File: config.mk
export PLATFORM = sky130hd
export DESIGN_NAME = commit_trace_capture_flat
export DESIGN_NICKNAME = d
export VERILOG_FILES = /design/src/rtl/commit_trace_capture_pkg.sv /design/src/rtl/commit_trace_capture_if.sv /design/src/rtl/commit_trace_capture_fifo.sv /design/src/rtl/commit_trace_capture.sv /design/src/flat_wrapper.sv
export SDC_FILE = /design/constraint.sdc
export NUM_CORES = 1
export LEC_CHECK = 0
export CORE_UTILIZATION = 40
export DETAILED_ROUTE_END_ITERATION = 12
export MAX_ROUTING_LAYER = met4
export SYNTH_ARGS = -nofsm -noshare
export SYNTH_HDL_FRONTEND = slang
export SYNTH_SLANG_ARGS = --single-unit
File: constraint.sdc
create_clock -name clk -period 5.25 [get_ports clk]
set_input_delay 1.05 -clock clk [delete_from_list [all_inputs] [get_ports clk]]
set_output_delay 1.05 -clock clk [all_outputs]
set_load 0.005 [all_outputs]
File: src/rtl/commit_trace_capture_pkg.sv
// Shared types and constants for the commit trace capture block:
// trace entry layout, drain FSM state encoding and entry field helpers.
package commit_trace_capture_pkg;

    localparam int DEPTH   = 16;
    localparam int ADDR_W  = 4;
    localparam int DROP_W  = 16;
    localparam int TRACE_W = 64;

    // One retired instruction: PC in the upper word, WriteBackData in the lower word.
    typedef logic [TRACE_W-1:0] trace_t;

    typedef enum logic [1:0] {
        ST_IDLE    = 2'd0,
        ST_BEAT_PC = 2'd1,
        ST_BEAT_WB = 2'd2
    } state_t;

    function automatic logic [31:0] trPc(input trace_t entry);
        return entry[63:32];
    endfunction

    function automatic logic [31:0] trWb(input trace_t entry);
        return entry[31:0];
    endfunction

    function automatic trace_t packEntry(input logic [31:0] pc, input logic [31:0] wb);
        return {pc, wb};
    endfunction

endpackage

File: src/rtl/commit_trace_capture_if.sv
// Commit-side inputs, drain stream and status signals of the trace capture block.
// The slave modport is the capture block; the master modport is the core/consumer side.
interface commit_trace_capture_if #(
    parameter int ADDR_W = commit_trace_capture_pkg::ADDR_W,
    parameter int DROP_W = commit_trace_capture_pkg::DROP_W
);
    logic              clear;
    logic              commit;
    logic [31:0]       pc;
    logic [31:0]       wb_data;
    logic [31:0]       out_data;
    logic              out_valid;
    logic              out_last;
    logic              out_ready;
    logic [ADDR_W:0]   count;
    logic              overflow;
    logic [DROP_W-1:0] drop_cnt;

    modport master (
        output clear, commit, pc, wb_data, out_ready,
        input  out_data, out_valid, out_last, count, overflow, drop_cnt
    );

    modport slave (
        input  clear, commit, pc, wb_data, out_ready,
        output out_data, out_valid, out_last, count, overflow, drop_cnt
    );

endinterface

File: src/rtl/commit_trace_capture_fifo.sv
// trace_fifo: DEPTH x 64-bit register FIFO holding retired {PC, WB} pairs.
// A push while full is accepted when a pop happens in the same cycle.
// Exposes both the head entry and the one behind it so the drain FSM can
// present the next PC beat directly after a pop without a bubble.
module trace_fifo #(
    parameter int DEPTH  = commit_trace_capture_pkg::DEPTH,
    parameter int ADDR_W = commit_trace_capture_pkg::ADDR_W
) (
    input  logic                            clk,
    input  logic                            rst,
    input  logic                            i_clear,
    input  logic                            i_push,
    input  logic                            i_pop,
    input  commit_trace_capture_pkg::trace_t i_wdata,
    output commit_trace_capture_pkg::trace_t o_head,
    output commit_trace_capture_pkg::trace_t o_second,
    output logic [ADDR_W:0]                 o_count,
    output logic                            o_full,
    output logic                            o_empty
);
    import commit_trace_capture_pkg::*;

    localparam logic [ADDR_W:0]   FULL_CNT = (ADDR_W+1)'(DEPTH);
    localparam logic [ADDR_W:0]   CNT_ONE  = (ADDR_W+1)'(1);
    localparam logic [ADDR_W-1:0] PTR_ONE  = ADDR_W'(1);

    trace_t            r_mem [DEPTH];
    logic [ADDR_W-1:0] r_wrPtr;
    logic [ADDR_W-1:0] r_rdPtr;
    logic [ADDR_W:0]   r_count;
    logic              w_push;
    logic              w_pop;
    logic [ADDR_W-1:0] w_rdNext;

    assign o_full   = (r_count == FULL_CNT);
    assign o_empty  = (r_count == '0);
    assign w_pop    = i_pop && !o_empty && !i_clear;
    assign w_push   = i_push && (!o_full || w_pop) && !i_clear;
    assign w_rdNext = r_rdPtr + PTR_ONE;
    assign o_head   = r_mem[r_rdPtr];
    assign o_second = r_mem[w_rdNext];
    assign o_count  = r_count;

    // Storage array carries no reset; count and pointers define which entries are live.
    always_ff @(posedge clk) begin
        if (w_push) begin
            r_mem[r_wrPtr] <= i_wdata;
        end
    end

    // Pointer and occupancy bookkeeping; clear flushes everything back to empty.
    always_ff @(posedge clk or posedge rst) begin
        if (rst) begin
            r_wrPtr <= '0;
            r_rdPtr <= '0;
            r_count <= '0;
        end else if (i_clear) begin
            r_wrPtr <= '0;
            r_rdPtr <= '0;
            r_count <= '0;
        end else begin
            if (w_push) begin
                r_wrPtr <= r_wrPtr + PTR_ONE;
            end
            if (w_pop) begin
                r_rdPtr <= w_rdNext;
            end
            case ({w_push, w_pop})
                2'b10:   r_count <= r_count + CNT_ONE;
                2'b01:   r_count <= r_count - CNT_ONE;
                default: r_count <= r_count;
            endcase
        end
    end

endmodule

File: src/rtl/commit_trace_capture.sv
// commit_trace_capture: buffers {PC, WriteBackData} on every commit pulse and
// drains each entry as two 32-bit stream beats (PC, then WB with out_last).
// Commits that arrive while the buffer is full are dropped and counted.
module commit_trace_capture #(
    parameter int DEPTH  = commit_trace_capture_pkg::DEPTH,
    parameter int ADDR_W = commit_trace_capture_pkg::ADDR_W,
    parameter int DROP_W = commit_trace_capture_pkg::DROP_W
) (
    input logic                    clk,
    input logic                    rst,
    commit_trace_capture_if.slave  bus
);
    import commit_trace_capture_pkg::*;

    localparam logic [ADDR_W:0]   CNT_ONE  = (ADDR_W+1)'(1);
    localparam logic [DROP_W-1:0] DROP_ONE = DROP_W'(1);

    state_t            r_state;
    state_t            w_nextState;
    logic              r_outValid;
    logic              w_nextValid;
    logic              r_outLast;
    logic              w_nextLast;
    logic [31:0]       r_outData;
    logic [31:0]       w_nextData;
    logic              r_overflow;
    logic [DROP_W-1:0] r_dropCnt;

    trace_t            w_head;
    trace_t            w_second;
    trace_t            w_incoming;
    trace_t            w_afterPop;
    logic [ADDR_W:0]   w_count;
    logic              w_full;
    logic              w_empty;
    logic              w_pop;
    logic              w_push;
    logic              w_drop;

    assign w_incoming = packEntry(bus.pc, bus.wb_data);
    assign w_pop      = r_outValid && r_outLast && bus.out_ready && !bus.clear;
    assign w_push     = bus.commit && !bus.clear && (!w_full || w_pop);
    assign w_drop     = bus.commit && !bus.clear && w_full && !w_pop;
    assign w_afterPop = (w_count > CNT_ONE) ? w_second : w_incoming;

    trace_fifo #(
        .DEPTH  (DEPTH),
        .ADDR_W (ADDR_W)
    ) u_fifo (
        .clk      (clk),
        .rst      (rst),
        .i_clear  (bus.clear),
        .i_push   (w_push),
        .i_pop    (w_pop),
        .i_wdata  (w_incoming),
        .o_head   (w_head),
        .o_second (w_second),
        .o_count  (w_count),
        .o_full   (w_full),
        .o_empty  (w_empty)
    );

    // Drain FSM next-state and next-output logic; clear abandons any beat in flight.
    always_comb begin
        w_nextState = r_state;
        w_nextValid = r_outValid;
        w_nextLast  = r_outLast;
        w_nextData  = r_outData;
        if (bus.clear) begin
            w_nextState = ST_IDLE;
            w_nextValid = 1'b0;
            w_nextLast  = 1'b0;
            w_nextData  = '0;
        end else begin
            case (r_state)
                ST_IDLE: begin
                    w_nextValid = 1'b0;
                    w_nextLast  = 1'b0;
                    if (!w_empty) begin
                        w_nextState = ST_BEAT_PC;
                        w_nextValid = 1'b1;
                        w_nextData  = trPc(w_head);
                    end else if (w_push) begin
                        w_nextState = ST_BEAT_PC;
                        w_nextValid = 1'b1;
                        w_nextData  = trPc(w_incoming);
                    end
                end
                ST_BEAT_PC: begin
                    if (bus.out_ready) begin
                        w_nextState = ST_BEAT_WB;
                        w_nextLast  = 1'b1;
                        w_nextData  = trWb(w_head);
                    end
                end
                ST_BEAT_WB: begin
                    if (bus.out_ready) begin
                        if ((w_count > CNT_ONE) || w_push) begin
                            w_nextState = ST_BEAT_PC;
                            w_nextValid = 1'b1;
                            w_nextLast  = 1'b0;
                            w_nextData  = trPc(w_afterPop);
                        end else begin
                            w_nextState = ST_IDLE;
                            w_nextValid = 1'b0;
                            w_nextLast  = 1'b0;
                        end
                    end
                end
                default: begin
                    w_nextState = ST_IDLE;
                    w_nextValid = 1'b0;
                    w_nextLast  = 1'b0;
                    w_nextData  = '0;
                end
            endcase
        end
    end

    // Registered drain FSM state and stream outputs.
    always_ff @(posedge clk or posedge rst) begin
        if (rst) begin
            r_state    <= ST_IDLE;
            r_outValid <= 1'b0;
            r_outLast  <= 1'b0;
            r_outData  <= '0;
        end else begin
            r_state    <= w_nextState;
            r_outValid <= w_nextValid;
            r_outLast  <= w_nextLast;
            r_outData  <= w_nextData;
        end
    end

    // Sticky overflow flag and saturating count of commits lost to a full buffer.
    always_ff @(posedge clk or posedge rst) begin
        if (rst) begin
            r_overflow <= 1'b0;
            r_dropCnt  <= '0;
        end else if (bus.clear) begin
            r_overflow <= 1'b0;
            r_dropCnt  <= '0;
        end else if (w_drop) begin
            r_overflow <= 1'b1;
            if (r_dropCnt != '1) begin
                r_dropCnt <= r_dropCnt + DROP_ONE;
            end
        end
    end

    assign bus.out_data  = r_outData;
    assign bus.out_valid = r_outValid;
    assign bus.out_last  = r_outLast;
    assign bus.count     = w_count;
    assign bus.overflow  = r_overflow;
    assign bus.drop_cnt  = r_dropCnt;

endmodule

File: src/flat_wrapper.sv
// flat-port wrapper written by rule: the top's interface ports become plain ports
module commit_trace_capture_flat import commit_trace_capture_pkg::*;
#(
    parameter int DEPTH  = commit_trace_capture_pkg::DEPTH,
    parameter int ADDR_W = commit_trace_capture_pkg::ADDR_W,
    parameter int DROP_W = commit_trace_capture_pkg::DROP_W
)
  (clk, rst, bus_clear, bus_commit, bus_pc, bus_wb_data, bus_out_ready, bus_out_data, bus_out_valid, bus_out_last, bus_count, bus_overflow, bus_drop_cnt);
  commit_trace_capture_if #(.ADDR_W(ADDR_W), .DROP_W(DROP_W)) bus_i ();
  input logic clk;
  input logic rst;
  input wire logic [$bits(bus_i.clear)-1:0] bus_clear;
  input wire logic [$bits(bus_i.commit)-1:0] bus_commit;
  input wire logic [$bits(bus_i.pc)-1:0] bus_pc;
  input wire logic [$bits(bus_i.wb_data)-1:0] bus_wb_data;
  input wire logic [$bits(bus_i.out_ready)-1:0] bus_out_ready;
  output wire logic [$bits(bus_i.out_data)-1:0] bus_out_data;
  output wire logic [$bits(bus_i.out_valid)-1:0] bus_out_valid;
  output wire logic [$bits(bus_i.out_last)-1:0] bus_out_last;
  output wire logic [$bits(bus_i.count)-1:0] bus_count;
  output wire logic [$bits(bus_i.overflow)-1:0] bus_overflow;
  output wire logic [$bits(bus_i.drop_cnt)-1:0] bus_drop_cnt;
  assign bus_i.clear = bus_clear;
  assign bus_i.commit = bus_commit;
  assign bus_i.pc = bus_pc;
  assign bus_i.wb_data = bus_wb_data;
  assign bus_i.out_ready = bus_out_ready;
  assign bus_out_data = bus_i.out_data;
  assign bus_out_valid = bus_i.out_valid;
  assign bus_out_last = bus_i.out_last;
  assign bus_count = bus_i.count;
  assign bus_overflow = bus_i.overflow;
  assign bus_drop_cnt = bus_i.drop_cnt;
  commit_trace_capture #(.DEPTH(DEPTH), .ADDR_W(ADDR_W), .DROP_W(DROP_W)) u_core (.clk(clk), .rst(rst), .bus(bus_i));
endmodule
After elaboration in Yosys (flattened, before gate mapping) --
Memories as Yosys holds them, arrays and structs flattened. Cells that the tools add are included.
Word-level totals: register bits after elaboration 66, memory bits (writable) 1024, output and inout port bits 56, word-level logic and storage cells 95, memories kept 1
Operators by class: add/sub/neg operators 5, $lt $le $gt $ge 1, equality and inequality tests 11, multiplexer cells 38, reductions and logical operators 30
Memories:
- u_core.u_fifo.r_mem | words 16, bits a word 64, read ports 2, clocked after memory_dff 0, wr ports 1, RTL line commit_trace_capture_fifo.sv:27 | trace_t r_mem [DEPTH];
Operators with widths (count):
- $mux 32 | 6
- $pmux 32 s3 | 1
- $mux 64 | 1
- $mux 16 | 3
- $add 16x1->16 const B | 1
- $mux 4 | 4
- $ne 16x16->1 const B | 1
- $mux 1 | 13
- $logic_and 1x1->1 | 11
- $mux 2 | 5
- $pmux 5 s2 | 1
- $add 4x1->4 const B | 2
- $reduce_bool 2->1 | 4
- $ne 3x3->1 const B | 2
- $pmux 2 s3 | 1
- $reduce_and 2->1 | 3
- $add 5x1->5 const B | 1
- $eq 5x5->1 const B | 1
- $gt 5x1->1 const B | 1
- $logic_not 5->1 | 1
- $mux 5 | 1
- $sub 5x1->5 const B | 1
- $eq 2x1->1 const B | 2
- $eq 2x2->1 const B | 2
- other kinds (11) | 16

Logic depth before layout (Yosys ltp) --
depth in word-level cells 11, gate-level depth with buffers 10, depth with buffers taken out 8

Modules after synthesis --
A second synthesis with hierarchy kept.
Unflattened totals: cell total of the unflattened synthesis 2294, area total of the unflattened synthesis 50830.0 sq um
Modules (own cells, without submodules):
- trace_fifo | instances 1, cells an instance 1932, area an instance 47038.9 sq um
- commit_trace_capture | instances 1, cells an instance 362, area an instance 3791.1 sq um

Worst setup path before layout --
OpenSTA, ideal clock, no wires.
path kind input port to flip-flop, start point input bus_clear, end point memory u_core.u_fifo.r_mem[10][0] (netlist name) (enable), library setup time 0.429 ns, arrival time 3.844 ns, required time 4.821 ns, path slack 0.978 ns, cell stages on the path 6, buffers on the path 1, cell sequence buf_2 -> nand4b_2 -> nand3_1 -> nand2_1 -> nor4b_1 -> and2_1
On the way: cells in the longest elaborated chain, start to end 9, elaborated cells on any way between the ends 12
Ends and longest elaborated chain:
- from (decl) | RTL line flat_wrapper.sv:12 | input wire logic [$bits(bus_i.clear)-1:0] bus_clear;
- $logic_not 1->1 (*)
- $logic_and 1x1->1 | RTL line commit_trace_capture.sv:41 | assign w_pop = r_outValid && r_outLast && bus.out_ready && !bus.clear;
- $logic_and 1x1->1 (2 in a row) | RTL line commit_trace_capture_fifo.sv:37 | assign w_pop = i_pop && !o_empty && !i_clear;
- $logic_or 1x1->1 | RTL line commit_trace_capture_fifo.sv:38 | assign w_push = i_push && (!o_full || w_pop) && !i_clear;
- $logic_and 1x1->1 | RTL line commit_trace_capture_fifo.sv:38
- $logic_and 1x1->1 (*) | RTL line commit_trace_capture_fifo.sv:38
- $mux 1 (*) | RTL line commit_trace_capture_fifo.sv:46 | if (w_push) begin
- $mux 1 (not written as such) (*) | RTL line commit_trace_capture_fifo.sv:47 | r_mem[r_wrPtr] <= i_wdata;
- to (decl) | RTL line commit_trace_capture_fifo.sv:27
Mark *: on every way between the ends. The rest lies on a longest branch, timed or not.

Final worst setup path --
start point input bus_out_ready, end point memory u_core.u_fifo.r_mem[11][3] (netlist name) (enable)
On the way: cells in the longest elaborated chain, start to end 9, elaborated cells on any way between the ends 11
Ends and longest elaborated chain:
- from (decl) | RTL line flat_wrapper.sv:16 | input wire logic [$bits(bus_i.out_ready)-1:0] bus_out_ready;
- $logic_and 1x1->1 (*) (2 in a row) | RTL line commit_trace_capture.sv:41
- $logic_and 1x1->1 (2 in a row) | RTL line commit_trace_capture_fifo.sv:37
- $logic_or 1x1->1 | RTL line commit_trace_capture_fifo.sv:38
- $logic_and 1x1->1 (*) (2 in a row) | RTL line commit_trace_capture_fifo.sv:38
- $mux 1 (*) | RTL line commit_trace_capture_fifo.sv:46
- $mux 1 (not written as such) (*) | RTL line commit_trace_capture_fifo.sv:47
Marks and branches as above.

==> results by group <==
Hold path
  – Hold crit path type: flop to flop
  – Min-delay src: u_core.bus.out_data[25]$_DFFE_PP0P_
  – Worst hold stages: 1

Critical path
  – Data arrival, critical path: between 4000 and 5000 ps
  – Worst reg2reg startpoint: u_core.u_fifo.r_rdPtr[0]$_DFFE_PP0P_
  – Crit. Startpoint: bus_out_ready
  – Kind of critical path: primary input to flop
  – Slowest cell on crit path: nor4b_1
  – CP max stage delay: 720 ps
  – Crit start category: primary input
  – Worst EP required: about 5600 ps
  – Critical Path Fanout Max: 32
  – Critical-path cell list: clkdlybuf4s50_1 -> nand4b_2 -> nand3_1 -> nand2_1 -> nor4b_1 -> and2_4 -> buf_4
  – R2R cell count: 7
  – Worst setup EP type: flop

STA
  – Final slew viol count: 0
  – Final Hold Fails: 0
  – Final period utilization: 0.719
  – Measured slew at the worst slew-check pin: 1200 ps
  – Clock Skew: 29.9 ps
  – RSZ-0062 raised after global routing: false
  – Max Fclk: 265 MHz
  – Max_slew headroom: 0.197
  – Final min period: 3780 ps
  – Setup TNS: 0 ps
  – Finish-stage setup viols: 0

Die
  – Die ar.: roughly 0.12 mm^2
  – Number of placement rows: 125
  – Die Span Y: ~350 um
  – Core Footprint: roughly 0.12 mm^2
  – Top Ports: 125
  – Die W: 346 um
  – Initial core utilization: 0.405

Synth
  – Syn Inst Count: 2577
  – Syn Std Cell Area: roughly 0.047 mm^2
  – Synth async-reset ratio: 0.0606
  – Syn_area_per_cell: 18.3 um^2
  – EDFF count, synth: about 1000
  – Synth Warn #: 0
  – Post-Synthesis Net Count: 2656
  – Ys flop type: edfxtp_1
  – Sequential-to-total area share from yosys stat: 0.686
  – Yosys reg bits: roughly 1100
  – Post-synth cell types: 63

Power and ir drop
  – Max IR drop VDD: 0.000260 V
  – Pint: about 14 mW
  – Flop pwr share: 0.526
  – Power density over the cells: about 340 mW/mm^2
  – Pleak: 16.1 nW
  – Clock group share of total power: 0.414
  – Total Power: 18.6 mW
  – Psw: roughly 4 mW
  – Comb power frac: 0.060
  – Sw frac: 0.221

CTS
  – Worst-path clk slew: 60 ps
  – Post-cts hold buffer count: 0
  – Worst skew pair latency: around 700 ps
  – Max clock buf depth: 3
  – Num CTS Buffers: between 100 and 150
  – # resized after CTS: 0
  – Setup Buffers After CTS: 0
  – CTS sink cnt: 1090
  – CTS root buffer: clkbuf_16
  – H-Tree Depth: 3
  – CTS tree: built

GRT
  – Gr usage total: 0.220
  – GRT overflow: 0
  – Largest net degree at the start of global routing: 113
  – First-pass GRT wire length: 187 mm
  – Initial antenna violation count: 7
  – Vias in the first global route: 26604

Routing
  – Vias: 26008
  – Total Wirelength: 129 mm
  – Remaining DRCs: 0
  – Remaining antenna violation count: 0
  – Via/cell ratio: around 6.0
  – WL per Instance: 29.7 um
  – First-pass DRT Iterations: 5
  – DR iter-0 viols: 2583

Placement
  – Placed Area: 0.0504 mm^2
  – HPWL Detailed: ~77 mm
  – DP Cell Count: 4115
  – I/O Buffers: 124
  – Routability cong.: 0.827

Finish
  – Most frequent cells in the layout: edfxtp_1 (1024), mux2i_1 (324), mux4_2 (256), clkdlybuf4s50_1 (124), clkbuf_16 (111)
  – FILL cells: 9830
  – Final non-filler cell total: 4329
  – Nets: 2783
  – Synth-to-Final Area Change: 14.2%
  – Finished layout cell area: about 0.054 mm^2
  – Proportion of layout cells with a drive suffix above 1: 0.202
  – Commonest non-fill, non-tap cell in the layout: edfxtp_1

Status
  – Status: finished, final reports clean

Flow run
  – Max cap viols: 0
-- final cells by class --
cell class | count | area [um^2] | area share
flip-flops and latches | 1090 | 32400 | 0.601
multi-input cells | 1295 | 13900 | 0.258
clock buffers | 137 | 2880 | 0.0533
repair buffers | 198 | 2130 | 0.0396
well taps | 1524 | 1910 | 0.0353
clock inverters | 69 | 632 | 0.0117
inverters | 8 | 31.3 | 0.000580
diodes | 8 | 20.0 | 0.000371
-- Yosys cell counts, types with 3 or more instances --
cell type	instances	area, um^2
nor3_1	5	25.0
a22oi_1	65	488
inv_1	8	30.0
mux4_2	256	5770
and3_1	7	43.8
nor2_1	67	251
o22a_1	32	280
nor2b_1	35	219
o21ai_0	44	220
or3_1	5	31.3
buf_6	15	169
and2_1	15	93.8
nand2_1	53	199
buf_1	12	45.0
a31oi_1	31	194
mux2_2	32	360
a221oi_1	31	272
nand3_1	42	210
a32oi_1	31	272
nand4_1	5	31.3
xor2_1	10	87.6
xnor2_1	9	78.8
a211oi_2	3	37.5
clkbuf_1	55	206
a211o_1	33	289
edfxtp_1	1024	30700
a21oi_1	78	390
nand2b_1	4	25.0
nor4_1	3	18.8
buf_4	27	203
a211oi_1	31	233
ha_1	10	125
buf_2	73	365
mux2i_1	324	3240
dfrtp_1	66	1650
-- stage by stage --
stage               hold slack, ps   util  setup WS, ps
floorplan                      484      -           978
global placement               495  0.432           777
detailed placement             516  0.432           755
CTS                            528  0.462          1460
global route                   531  0.462          1320
finish                         513  0.463          1470
-- critical path: cells and delay by family --
family	cells	cell delay [ps]
simple gates	5	2130
buf+inv	2	980
-- power groups by stage --
| stage | registers (mW) | logic (mW) | clock network (mW) |
|---|---|---|---|
| 2_1_floorplan | 9.89 | 0.518 | 0 |
| 4_1_cts | 9.78 | 1.12 | 7.81 |
| 6_report | 9.78 | 1.12 | 7.71 |
| 3_3_place_gp | 9.96 | 1.10 | 0 |
| 5_1_grt | 9.79 | 1.19 | 8.15 |
| 3_5_place_dp | 9.96 | 1.11 | 0 |
-- layer usage --
layer | track usage | wire length (um) | up-vias | share of wire
li1 | - | - | 10966 | -
met1 | 0.302 | 55000 | 13765 | 0.43
met2 | 0.343 | 61500 | 1110 | 0.48
met3 | 0.0370 | 9510 | 167 | 0.074
met4 | 0.0551 | 2540 | 0 | 0.020
met5 | - | 0 | - | 0
-- state kept, by name (all words and copies together), names as in the netlist --
signal	count
u_core.bus.drop_cnt	16
u_core.bus.out_data	32
u_core.bus.out_last	1
u_core.bus.out_valid	1
u_core.bus.overflow	1
u_core.r_state	2
u_core.u_fifo.o_count	5
u_core.u_fifo.r_mem	1024
u_core.u_fifo.r_rdPtr	4
u_core.u_fifo.r_wrPtr	4
-- logic make-up after synthesis --
kind of cell / after synthesis / synth area share
XOR/XNOR: 19 / 0.00352
buffers and inverters: 192 / 0.0219
adder cells (fa/ha/maj): 10 / 0.00265
AND/OR/NAND/NOR: 261 / 0.0291
flip-flops: 1090 / 0.686
AO/OA/AOI/OAI: 393 / 0.0591
multiplexers: 612 / 0.198
-- worst paths after layout --
check | end | slack [ps]
min | u_core.bus.out_data[25]$_DFFE_PP0P_ | 510
min in group asynchronous | u_core.u_fifo.o_count[0]$_DFFE_PP0P_ | 850
min reg2reg | u_core.bus.out_data[25]$_DFFE_PP0P_ | 510
max reg2reg | u_core.bus.out_data[13]$_DFFE_PP0P_ | 1540
max | u_core.u_fifo.r_mem[11][3]$_DFFE_PP_ | 1470
max in group asynchronous | u_core.bus.out_data[12]$_DFFE_PP0P_ | 3300
(Power assumes the default switching activity.)
